### src/rtl/cp_recovery_pkg.sv
// Shared types and helpers for the checkpoint recovery controller.
// Checkpoint count and branch lanes default from `NUM_CHECKPOINTS and
// `NUM_BRANCHES_RESOLVED when those macros are not supplied by the build.
// Optional feature macro used by the top level: RECOVERY_STATS_EN.
`ifndef NUM_CHECKPOINTS
`define NUM_CHECKPOINTS 8
`endif
`ifndef NUM_BRANCHES_RESOLVED
`define NUM_BRANCHES_RESOLVED 2
`endif

package cp_recovery_pkg;

    // Checkpoint slot count; must be a power of two so id arithmetic wraps for free.
    localparam int NUM_CP = `NUM_CHECKPOINTS;
    localparam int NUM_BR = `NUM_BRANCHES_RESOLVED;
    localparam int CP_W   = $clog2(NUM_CP);

    typedef enum logic [1:0] {
        IDLE     = 2'd0,
        RECALL   = 2'd1,
        FLUSH    = 2'd2,
        REDIRECT = 2'd3
    } rec_state_t;

    // Age relative to the oldest live checkpoint; smaller is older. Wraps mod NUM_CP.
    function automatic logic [CP_W-1:0] cp_age(input logic [CP_W-1:0] id,
                                               input logic [CP_W-1:0] back);
        return id - back;
    endfunction

endpackage

### src/rtl/oldest_branch_select.sv
// Combinational min-age reducer over the resolved-branch lanes. Picks the
// oldest mispredicted branch; on equal age the lowest lane index wins.
module oldest_branch_select
    import cp_recovery_pkg::*;
#(
    parameter int NBR = NUM_BR,
    localparam int IDX_W = (NBR > 1) ? $clog2(NBR) : 1
) (
    input  logic [NBR-1:0]            br_valid,
    input  logic [NBR-1:0]            br_mispredict,
    input  logic [NBR-1:0][CP_W-1:0]  br_cp_id,
    input  logic [NBR-1:0][31:0]      br_target,
    input  logic [CP_W-1:0]           cp_back,
    output logic                      found,
    output logic [IDX_W-1:0]          win_idx,
    output logic [CP_W-1:0]           win_id,
    output logic [31:0]               win_pc,
    output logic [CP_W-1:0]           win_age
);

    // Linear scan; strict less-than keeps the earlier lane on an age tie.
    always_comb begin
        found   = 1'b0;
        win_idx = '0;
        win_id  = '0;
        win_pc  = '0;
        win_age = '0;
        for (int i = 0; i < NBR; i++) begin
            if (br_valid[i] && br_mispredict[i]) begin
                if (!found || (cp_age(br_cp_id[i], cp_back) < win_age)) begin
                    found   = 1'b1;
                    win_idx = IDX_W'(i);
                    win_id  = br_cp_id[i];
                    win_pc  = br_target[i];
                    win_age = cp_age(br_cp_id[i], cp_back);
                end
            end
        end
    end

endmodule

### src/rtl/checkpoint_recovery_ctrl.sv
// Branch-mispredict recovery sequencer: recall -> flush -> fetch redirect.
// Validates correct checkpoints combinationally, restarts on an older
// mispredict, and exposes its FSM state on dbg_state.
// Optional feature: define RECOVERY_STATS_EN to add mispredict_count and
// recovery_cycles saturating counters.
// Handshake: the redirect transfers on a cycle where redirect_valid and
// redirect_ready are both 1; redirect_valid and redirect_pc stay stable
// until then, unless an older mispredict restarts the sequence.
module checkpoint_recovery_ctrl
    import cp_recovery_pkg::*;
#(
    parameter int NBR          = NUM_BR,
    parameter int FLUSH_CYCLES = 2
) (
    input  logic                      clk,
    input  logic                      reset,
    input  logic [NBR-1:0]            br_valid,
    input  logic [NBR-1:0]            br_mispredict,
    input  logic [NBR-1:0][CP_W-1:0]  br_cp_id,
    input  logic [NBR-1:0][31:0]      br_target,
    input  logic [CP_W-1:0]           cp_back,
    output logic [NBR-1:0]            validate,
    output logic [NBR-1:0][CP_W-1:0]  validated_id,
    output logic                      recall_checkpoint,
    output logic [CP_W-1:0]           recall_id,
    output logic                      flush,
    output logic                      recovery_busy,
    output logic                      redirect_valid,
    output logic [31:0]               redirect_pc,
    input  logic                      redirect_ready,
`ifdef RECOVERY_STATS_EN
    output logic [31:0]               mispredict_count,
    output logic [31:0]               recovery_cycles,
`endif
    output rec_state_t                dbg_state
);

    localparam int IDX_W = (NBR > 1) ? $clog2(NBR) : 1;
    localparam int CNT_W = (FLUSH_CYCLES > 0) ? $clog2(FLUSH_CYCLES + 1) : 1;

    rec_state_t        state, next_state;
    logic [CP_W-1:0]   act_id, next_act_id;
    logic [31:0]       act_pc, next_act_pc;
    logic [CNT_W-1:0]  cnt, next_cnt;

    logic              found;
    logic [IDX_W-1:0]  win_idx;
    logic [CP_W-1:0]   win_id;
    logic [31:0]       win_pc;
    logic [CP_W-1:0]   win_age;
    logic [CP_W-1:0]   act_age;
    logic              capture;

    oldest_branch_select #(.NBR(NBR)) u_sel (
        .br_valid      (br_valid),
        .br_mispredict (br_mispredict),
        .br_cp_id      (br_cp_id),
        .br_target     (br_target),
        .cp_back       (cp_back),
        .found         (found),
        .win_idx       (win_idx),
        .win_id        (win_id),
        .win_pc        (win_pc),
        .win_age       (win_age)
    );

    assign act_age      = cp_age(act_id, cp_back);
    assign capture      = found && ((state == IDLE) || (win_age < act_age));
    assign validated_id = br_cp_id;
    assign dbg_state    = state;

    // Validate correct branches unless they sit behind this cycle's winner
    // or behind the recovery in progress; the winning lane itself never validates.
    always_comb begin
        validate = '0;
        for (int i = 0; i < NBR; i++) begin
            validate[i] = br_valid[i] & ~br_mispredict[i] & ~reset;
            if (found && (cp_age(br_cp_id[i], cp_back) > win_age))
                validate[i] = 1'b0;
            if ((state != IDLE) && (cp_age(br_cp_id[i], cp_back) > act_age))
                validate[i] = 1'b0;
            if (found && (win_idx == IDX_W'(i)))
                validate[i] = 1'b0;
        end
    end

    // Next-state, flush counter and capture logic; an older mispredict overrides everything.
    always_comb begin
        next_state  = state;
        next_act_id = act_id;
        next_act_pc = act_pc;
        next_cnt    = cnt;
        case (state)
            IDLE: begin
                next_state = IDLE;
            end
            RECALL: begin
                next_cnt = CNT_W'(FLUSH_CYCLES);
                if (FLUSH_CYCLES == 0)
                    next_state = REDIRECT;
                else
                    next_state = FLUSH;
            end
            FLUSH: begin
                next_cnt = cnt - 1'b1;
                if (cnt == CNT_W'(1))
                    next_state = REDIRECT;
            end
            REDIRECT: begin
                if (redirect_valid && redirect_ready)
                    next_state = IDLE;
            end
            default: next_state = IDLE;
        endcase
        if (capture) begin
            next_state  = RECALL;
            next_act_id = win_id;
            next_act_pc = win_pc;
        end
    end

    // State, capture registers and counter.
    always_ff @(posedge clk or posedge reset) begin
        if (reset) begin
            state  <= IDLE;
            act_id <= '0;
            act_pc <= '0;
            cnt    <= '0;
        end else begin
            state  <= next_state;
            act_id <= next_act_id;
            act_pc <= next_act_pc;
            cnt    <= next_cnt;
        end
    end

    // Registered outputs decoded from the next state so they align with the state register.
    always_ff @(posedge clk or posedge reset) begin
        if (reset) begin
            recall_checkpoint <= 1'b0;
            recall_id         <= '0;
            flush             <= 1'b0;
            recovery_busy     <= 1'b0;
            redirect_valid    <= 1'b0;
            redirect_pc       <= '0;
        end else begin
            recall_checkpoint <= (next_state == RECALL);
            recall_id         <= next_act_id;
            flush             <= (next_state == FLUSH);
            recovery_busy     <= (next_state != IDLE);
            redirect_valid    <= (next_state == REDIRECT);
            redirect_pc       <= next_act_pc;
        end
    end

`ifdef RECOVERY_STATS_EN
    // Saturating recovery statistics; restarts count as new RECALL entries.
    always_ff @(posedge clk or posedge reset) begin
        if (reset) begin
            mispredict_count <= '0;
            recovery_cycles  <= '0;
        end else begin
            if ((next_state == RECALL) && (mispredict_count != '1))
                mispredict_count <= mispredict_count + 32'd1;
            if (recovery_busy && (recovery_cycles != '1))
                recovery_cycles <= recovery_cycles + 32'd1;
        end
    end
`endif

endmodule

### config.mk
export PLATFORM = sky130hd
export DESIGN_NAME = checkpoint_recovery_ctrl
export DESIGN_NICKNAME = d
export VERILOG_FILES = /design/src/rtl/cp_recovery_pkg.sv /design/src/rtl/oldest_branch_select.sv /design/src/rtl/checkpoint_recovery_ctrl.sv
export SDC_FILE = /design/constraint.sdc
export NUM_CORES = 1
export LEC_CHECK = 0
export CAP_MARGIN = 20
export CELL_PAD_IN_SITES_DETAIL_PLACEMENT = 1
export CELL_PAD_IN_SITES_GLOBAL_PLACEMENT = 1
export CORE_ASPECT_RATIO = 0.9
export CORE_MARGIN = 10
export CORE_UTILIZATION = 34
export CTS_CLUSTER_DIAMETER = 80
export CTS_CLUSTER_SIZE = 40
export DETAILED_ROUTE_END_ITERATION = 6
export PLACE_DENSITY_LB_ADDON = 0.1
export SLEW_MARGIN = 20
export SYNTH_ARGS = -nofsm -noshare
export SYNTH_HDL_FRONTEND = slang
export SYNTH_SLANG_ARGS = --single-unit
### constraint.sdc
create_clock -name clk -period 14.6 [get_ports clk]
set_input_delay 2.92 -clock clk [delete_from_list [all_inputs] [get_ports clk]]
set_output_delay 2.92 -clock clk [all_outputs]
set_load 0.005 [all_outputs]
==> impl_metrics.tcl, run 1 <==
set metrics [dict create \
    syn_inst 324 \
    cts_tree "built" \
    outcome "complete, no violations" \
    min_path_type "register to register" \
    path_common_cell "nand2_1" \
    synth_edf_count 0 \
    antenna_found_initial 0 \
    grt_use_total_pct 14.7 \
    cts_buffers 5 \
    die_x_um 120 \
    cts-root-buf "clkbuf_8" \
    gp_congestion 0.837 \
    clk_pin_slew_ns 0.08 \
    first_global_vias 3008 \
    first_pass_iters 4 \
    ys_ff_latch 43 \
    crit_path_top_delay_cell "buf_4" \
    fin_tns_setup_ns 0 \
    area_delta_synth_final_pct 46.7 \
    antenna_cells 0 \
    setup-violations-final 0 \
    postSynthAreaPerCell_um2 9.53 \
    reg2reg_from "recall_id[0]" \
    ir_drop_mv 0.0537 \
    hold_viol 0 \
    io_pins 129 \
    synth-compound-area-share_pct 13.7 \
    start_util_pct 35.4 \
    hold_slack_ns 0.493 \
    vias_per_cell 4.89 \
    yosys_most_used_dff "dfrtp_1" \
    path_class "primary input to output pin" \
    relSlewSlack_pct 38.5 \
    critPathCaptureType "output pin" \
    synth.yosys.seq_area_share_pct 34.8 \
    grt_pass1_wl_um 16200 \
    vias 2743 \
    syn_area_um2 3090 \
    cts.htree.levels 2 \
    async_flop_share_pct 100 \
    yosysWarnings 0 \
    rsz0062_at_grt "false" \
    drive_above_1_share_pct 12.9 \
    cts_sinks 43 \
    max_cap_violations 0 \
    dieArea_um2 13300 \
    clockBufferDepth 2 \
    syn_nets 428 \
    worstHoldStart "cnt[0]" \
    cp-startpoint "cp_back[0]" \
    post_cts_buffers 0 \
    fin_skew_ns 0.0103 \
    cp_cell_sequence "clkdlybuf4s50_1, ha_1, inv_1, fa_1, xor2_1, xnor2_1, nand2_1, ha_1, and2_4, a311o_2, a21oi_4, buf_4, nand2_1, o21a_1, ha_1, nand2_1, nand2_1, nand2_1, o21ai_0, o2111a_1, clkdlybuf4s50_1" \
    slowest_delay_ns 0.54 \
    p_per_area_nw_per_um2 147 \
    timing.reg2reg.setup_slack_ns 11.17 \
    fillers 1025 \
    wl_per_cell_um 17.8 \
    critPathMaxFanout 73 \
    drv_slew 0 \
    overflow 0 \
    die_h_um 110 \
    r2r_cells 12 \
    finish.net_count 545 \
    start_kind "primary input" \
    synthXorXnorAreaFrac_pct 1.99 \
    tightest_slew_ns 0.922 \
    finalCritPeriodShare_pct 73.7 \
    routed_wl_um 9970 \
    core_area_um2 8730 \
    synth_adder_area_share_pct 10.5 \
    grt_max_degree 74 \
    synth_cell_types 41 \
    drtAntennaViolNets 0 \
    worstPathRequired_ns 11.68 \
    period_minus_slack_ns 10.76 \
    min_path_cells 1 \
    num_rows 32 \
    arrival_ns 7.84 \
    clk_latency_ns 0.29 \
    fmax_mhz 92.9 \
    power.leakage_uw 0.00198 \
    hold_end "cnt[0]" \
    dr.first_iter.drc_count 156 \
    cts_hold_buf 0 \
    synth_top_family_by_area "multiplexers" \
    portBuffers 128 \
    r2r-end "recovery_busy" \
    post_cts_resized 0 \
    synth_mux_area_share_pct 17.7 \
    synthSimpleGateAreaFrac_pct 15.0 \
    place_hpwl_um 7850 \
    drc_errors 0 \
]
[kinds of logic after synthesis]
logic type      Yosys count
flops                    43
xor+xnor                  7
buf+inv                  39
compound gates           68
fa+ha+maj                24
simple gates            106
mux                      37
[worst max-delay path: cells and delay by family]
family                   cells  cell delay (ns)
adder cells (fa/ha/maj)      4             1.17
XOR/XNOR                     2             0.56
AND/OR/NAND/NOR              6             0.62
AO/OA/AOI/OAI                5             1.02
buffers and inverters        4             1.54
[stage by stage]
step           total power (uW)  setup slack, ns  cells  area, um2  util (%)
2_1_floorplan               417             5.26    324       3090         -
3_3_place_gp                570             3.92    553       4420      50.6
3_5_place_dp                582             3.81    553       4420      50.6
4_1_cts                     679             3.81    561       4530      51.9
5_1_grt                     717             3.51    561       4530      51.9
6_report                    667             3.84    561       4530      51.9
[flip-flops by register name, summed over array words and instances, names as in the netlist]
| signal | cells |
|---|---|
| recall_checkpoint | 1 |
| redirect_valid | 1 |
| redirect_pc | 32 |
| recovery_busy | 1 |
| flush | 1 |
| recall_id | 3 |
| cnt | 2 |
| dbg_state | 2 |
[per-layer routing]
metal | share of wire, % | track usage [%] | vias to the layer above
li1 | - | - | 1326
met1 | 44 | 17.4 | 1328
met2 | 48 | 25.5 | 84
met3 | 7.2 | 4.68 | 5
met4 | 0.67 | 2.64 | 0
met5 | 0 | 0 | -
[power breakdown]
part / total, uW / switching (uW) / internal, uW
sequential: 195 / 30.0 / 165
combinational: 378 / 156 / 222
clock: 93.4 / 42.4 / 51.0
[cell usage after synthesis, types with 2 or more instances]
| cell type | n | area (um2) |
|---|---|---|
| mux2_4 | 35 | 526 |
| or2_2 | 2 | 12.5 |
| nor3_1 | 3 | 15.0 |
| a31oi_1 | 3 | 18.8 |
| nor2_1 | 3 | 11.3 |
| nand2_1 | 81 | 304 |
| ha_1 | 21 | 263 |
| o21a_1 | 4 | 30.0 |
| buf_6 | 4 | 45.0 |
| buf_4 | 6 | 45.0 |
| dfrtp_1 | 43 | 1080 |
| mux2i_1 | 2 | 20.0 |
| nor2b_1 | 2 | 12.5 |
| o21ai_0 | 46 | 230 |
| nor4_1 | 2 | 12.5 |
| xor2_1 | 2 | 17.5 |
| clkbuf_1 | 11 | 41.3 |
| fa_1 | 3 | 60.1 |
| and3_1 | 2 | 12.5 |
| inv_1 | 18 | 67.6 |
| nand3_1 | 3 | 15.0 |
| xnor2_1 | 5 | 43.8 |
| a21oi_1 | 5 | 25.0 |
[cell usage in the layout, fill, tap and decap left out, types with 2 or more instances in the layout]
| cell type | instances |
|---|---|
| a21oi_1 | 5 |
| a31oi_1 | 3 |
| and2_1 | 2 |
| and3_1 | 2 |
| buf_4 | 3 |
| clkbuf_8 | 5 |
| clkdlybuf4s50_1 | 128 |
| dfrtp_1 | 43 |
| fa_1 | 3 |
| ha_1 | 21 |
| inv_1 | 17 |
| mux2_4 | 35 |
| mux2i_1 | 2 |
| nand2_1 | 81 |
| nand3_1 | 3 |
| nor2_1 | 3 |
| nor2b_1 | 2 |
| nor3_1 | 3 |
| nor4_1 | 2 |
| o21a_1 | 4 |
| o21ai_0 | 46 |
| or2_2 | 2 |
| xnor2_1 | 5 |
| xor2_1 | 2 |
[how the worst max path moves through the flow]
| stage | end | slack (ns) |
|---|---|---|
| 5_1_grt | validate[0] | 3.51 |
| 3_3_place_gp | validate[0] | 3.92 |
| 2_1_floorplan | validate[0] | 5.26 |
| 4_1_cts | validate[0] | 3.81 |
| 3_5_place_dp | validate[0] | 3.81 |
| 6_report | validate[0] | 3.84 |
[cell type report]
type                       count  area, um2  share of cell area (%)
sequential                    43       1080                    23.8
clock inverter                 3       43.8                   0.967
timing repair buffer         131       1300                    28.8
inverter                      18       67.6                    1.49
multi-input combinational    242       1820                    40.2
clock buffer                   5       68.8                    1.52
tap                          119        149                    3.29
No activity file was read; power rests on OpenSTA's default activity.
==> run 2: changes to the inputs <==
CORE_UTILIZATION = 32   (was 34)
clock period = 9.95 ns   (was 14.6 ns; I/O delays follow)
==> run 2 against run 1 <==
  * First-iteration DRC count fell by 19%
  * Clock power rose by 48%
  * Count of clock-buffer cells in the layout did not move
  * Global-route usage fell by 0.94 points
  * Critical path depth did not move
  * Final area rose by 0.41%
  * Die area rose by 5.1%
  * Non-clock buffer count rose by 2
  * Final cell count rose by 0.89%
  * Critical path type unchanged
==> impl_metrics.tcl, run 2 (synthesis gave the netlist of run 1 again) <==
set metrics [dict create \
    slowest_delay_ns 0.51 \
    post_cts_resized 0 \
    portBuffers 128 \
    start_util_pct 33.4 \
    pre_cts_ws_ns 1.17 \
    critical_path.n_buffers_inverters 4 \
    area_delta_synth_final_pct 47.3 \
    clk_pin_slew_ns 0.09 \
    critPathTopFamily "buffers and inverters" \
    gp_congestion 0.825 \
    cp_cell_sequence "clkdlybuf4s50_1, ha_1, inv_1, fa_1, xor2_1, xnor2_1, nand2_1, ha_1, and2_4, a311o_2, a21oi_4, buf_4, nand2_1, o21a_1, ha_1, nand2_1, nand2_1, nand2_1, o21ai_0, o2111a_1, clkdlybuf4s50_1" \
    fin_skew_ns 0.00934 \
    period_minus_slack_ns 8.73 \
    core_area_um2 9250 \
    cts.htree.levels 2 \
    die_h_um 113 \
    start_kind "primary input" \
    arrival_ns 6.74 \
    max_cap_violations 0 \
    layout_setup_ws_ns 1.22 \
    p_per_area_nw_per_um2 215 \
    grt_use_total_pct 13.8 \
    dr.first_iter.drc_count 127 \
    first_pass_iters 4 \
    cts-root-buf "clkbuf_8" \
    critPathCaptureType "output pin" \
    placed_cell_area_um2 4440 \
    drive_above_1_share_pct 13.3 \
    die_x_um 124 \
    largest_reg_flops 32 \
    num_rows 33 \
    cts_buffers 5 \
    fin_area_um2 4550 \
    clockBufferDepth 2 \
    finalCritPeriodShare_pct 87.8 \
    largest-register "redirect_pc" \
    top_regs "redirect_pc: 32 flops, recall_id: 3 flops" \
    cts_sinks 43 \
    post_cts_buffers 0 \
    cts_hold_buf 0 \
    layout_commonest_cell "clkdlybuf4s50_1" \
    rsz0062_at_grt "false" \
    path_class "primary input to output pin" \
    fmax_mhz 115 \
    min_path_type "register to register" \
    final_cell_mix "128 x clkdlybuf4s50_1, 81 x nand2_1, 46 x o21ai_0, 43 x dfrtp_1, 35 x mux2_4" \
    critPathMaxFanout 39 \
    dpl.cell_count 558 \
    crit_path_top_delay_cell "clkdlybuf4s50_1" \
    outcome "complete, no violations" \
    dieArea_um2 14000 \
    power_uw 979 \
    drtAntennaViolNets 0 \
    fin_tns_setup_ns 0 \
    worstPathRequired_ns 7.96 \
    finish.net_count 547 \
    place_hpwl_um 7990 \
    routed_wl_um 9900 \
    relSlewSlack_pct 38.6 \
    ir_drop_mv 0.0943 \
    cts_tree "built" \
    hold_viol 0 \
    vias 2714 \
    fillers 1057 \
    io_pins 129 \
    antenna_found_initial 0 \
    path_common_cell "nand2_1" \
    grt_max_degree 44 \
    drv_slew 0 \
    overflow 0 \
    tightest_slew_ns 0.919 \
    clk_latency_ns 0.30 \
    vias_per_cell 4.80 \
    setup-violations-final 0 \
    wl_per_cell_um 17.5 \
    grt_pass1_wl_um 15400 \
    antenna_cells 0 \
    power.leakage_uw 0.00199 \
    drc_errors 0 \
    first_global_vias 2949 \
    stdcell_count 566 \
]
## run 2: changes by cell type in the layout (fill, tap and decap cells not counted)
cell,before,now
buf_4,3,5
## run 2: cell type report
class | instances | area (um2) | area share (%)
tap | 122 | 153 | 3.36
inverter | 18 | 67.6 | 1.49
clock inverter | 3 | 43.8 | 0.963
sequential | 43 | 1080 | 23.7
clock buffer | 5 | 68.8 | 1.51
multi-input combinational | 242 | 1820 | 40.0
timing repair buffer | 133 | 1320 | 29.0
## run 2: layer usage
layer,track usage [%],wire [um]
met5,0,0
met4,3.49,77
met1,16.8,4320
met2,22.9,4690
met3,4.37,816
## run 2: path summary, 6_finish.rpt
check / from / endpoint / slack [ns] / cells after the start
min in group asynchronous: reset / redirect_pc[18] / 2.28 / 2
worst min register to register: cnt[0] / cnt[0] / 0.51 / 1
worst max register to register: recall_id[0] / recovery_busy / 6.76 / 12
worst max-delay path: cp_back[0] / validate[0] / 1.22 / 21
worst min-delay path: cnt[0] / cnt[0] / 0.51 / 1
max in group asynchronous: reset / recall_id[1] / 7.08 / 2
## run 2: where the power goes
| group | internal (uW) | switching (uW) |
|---|---|---|
| registers | 243 | 43.7 |
| clock network | 74.8 | 63.0 |
| logic | 328 | 227 |
| total | 645 | 333 |
## run 2: worst register-to-register path: stages, from the launching register on
cell and delay (ns):
dfrtp_1 0.41, inv_1 0.07, ha_1 0.14, inv_1 0.05, fa_1 0.37, xnor2_1 0.15
xnor2_1 0.35, ha_1 0.24, nor2_1 0.05, o21a_1 0.19, a311oi_4 0.27, buf_4 0.39
or3b_1 0.40
## run 2: per-stage QoR
step | hold slack, ns | util, %
floorplan | 0.457 | -
global placement | 0.469 | 48.0
detailed placement | 0.494 | 48.0
CTS | 0.515 | 49.2
global route | 0.525 | 49.2
finish | 0.506 | 49.2
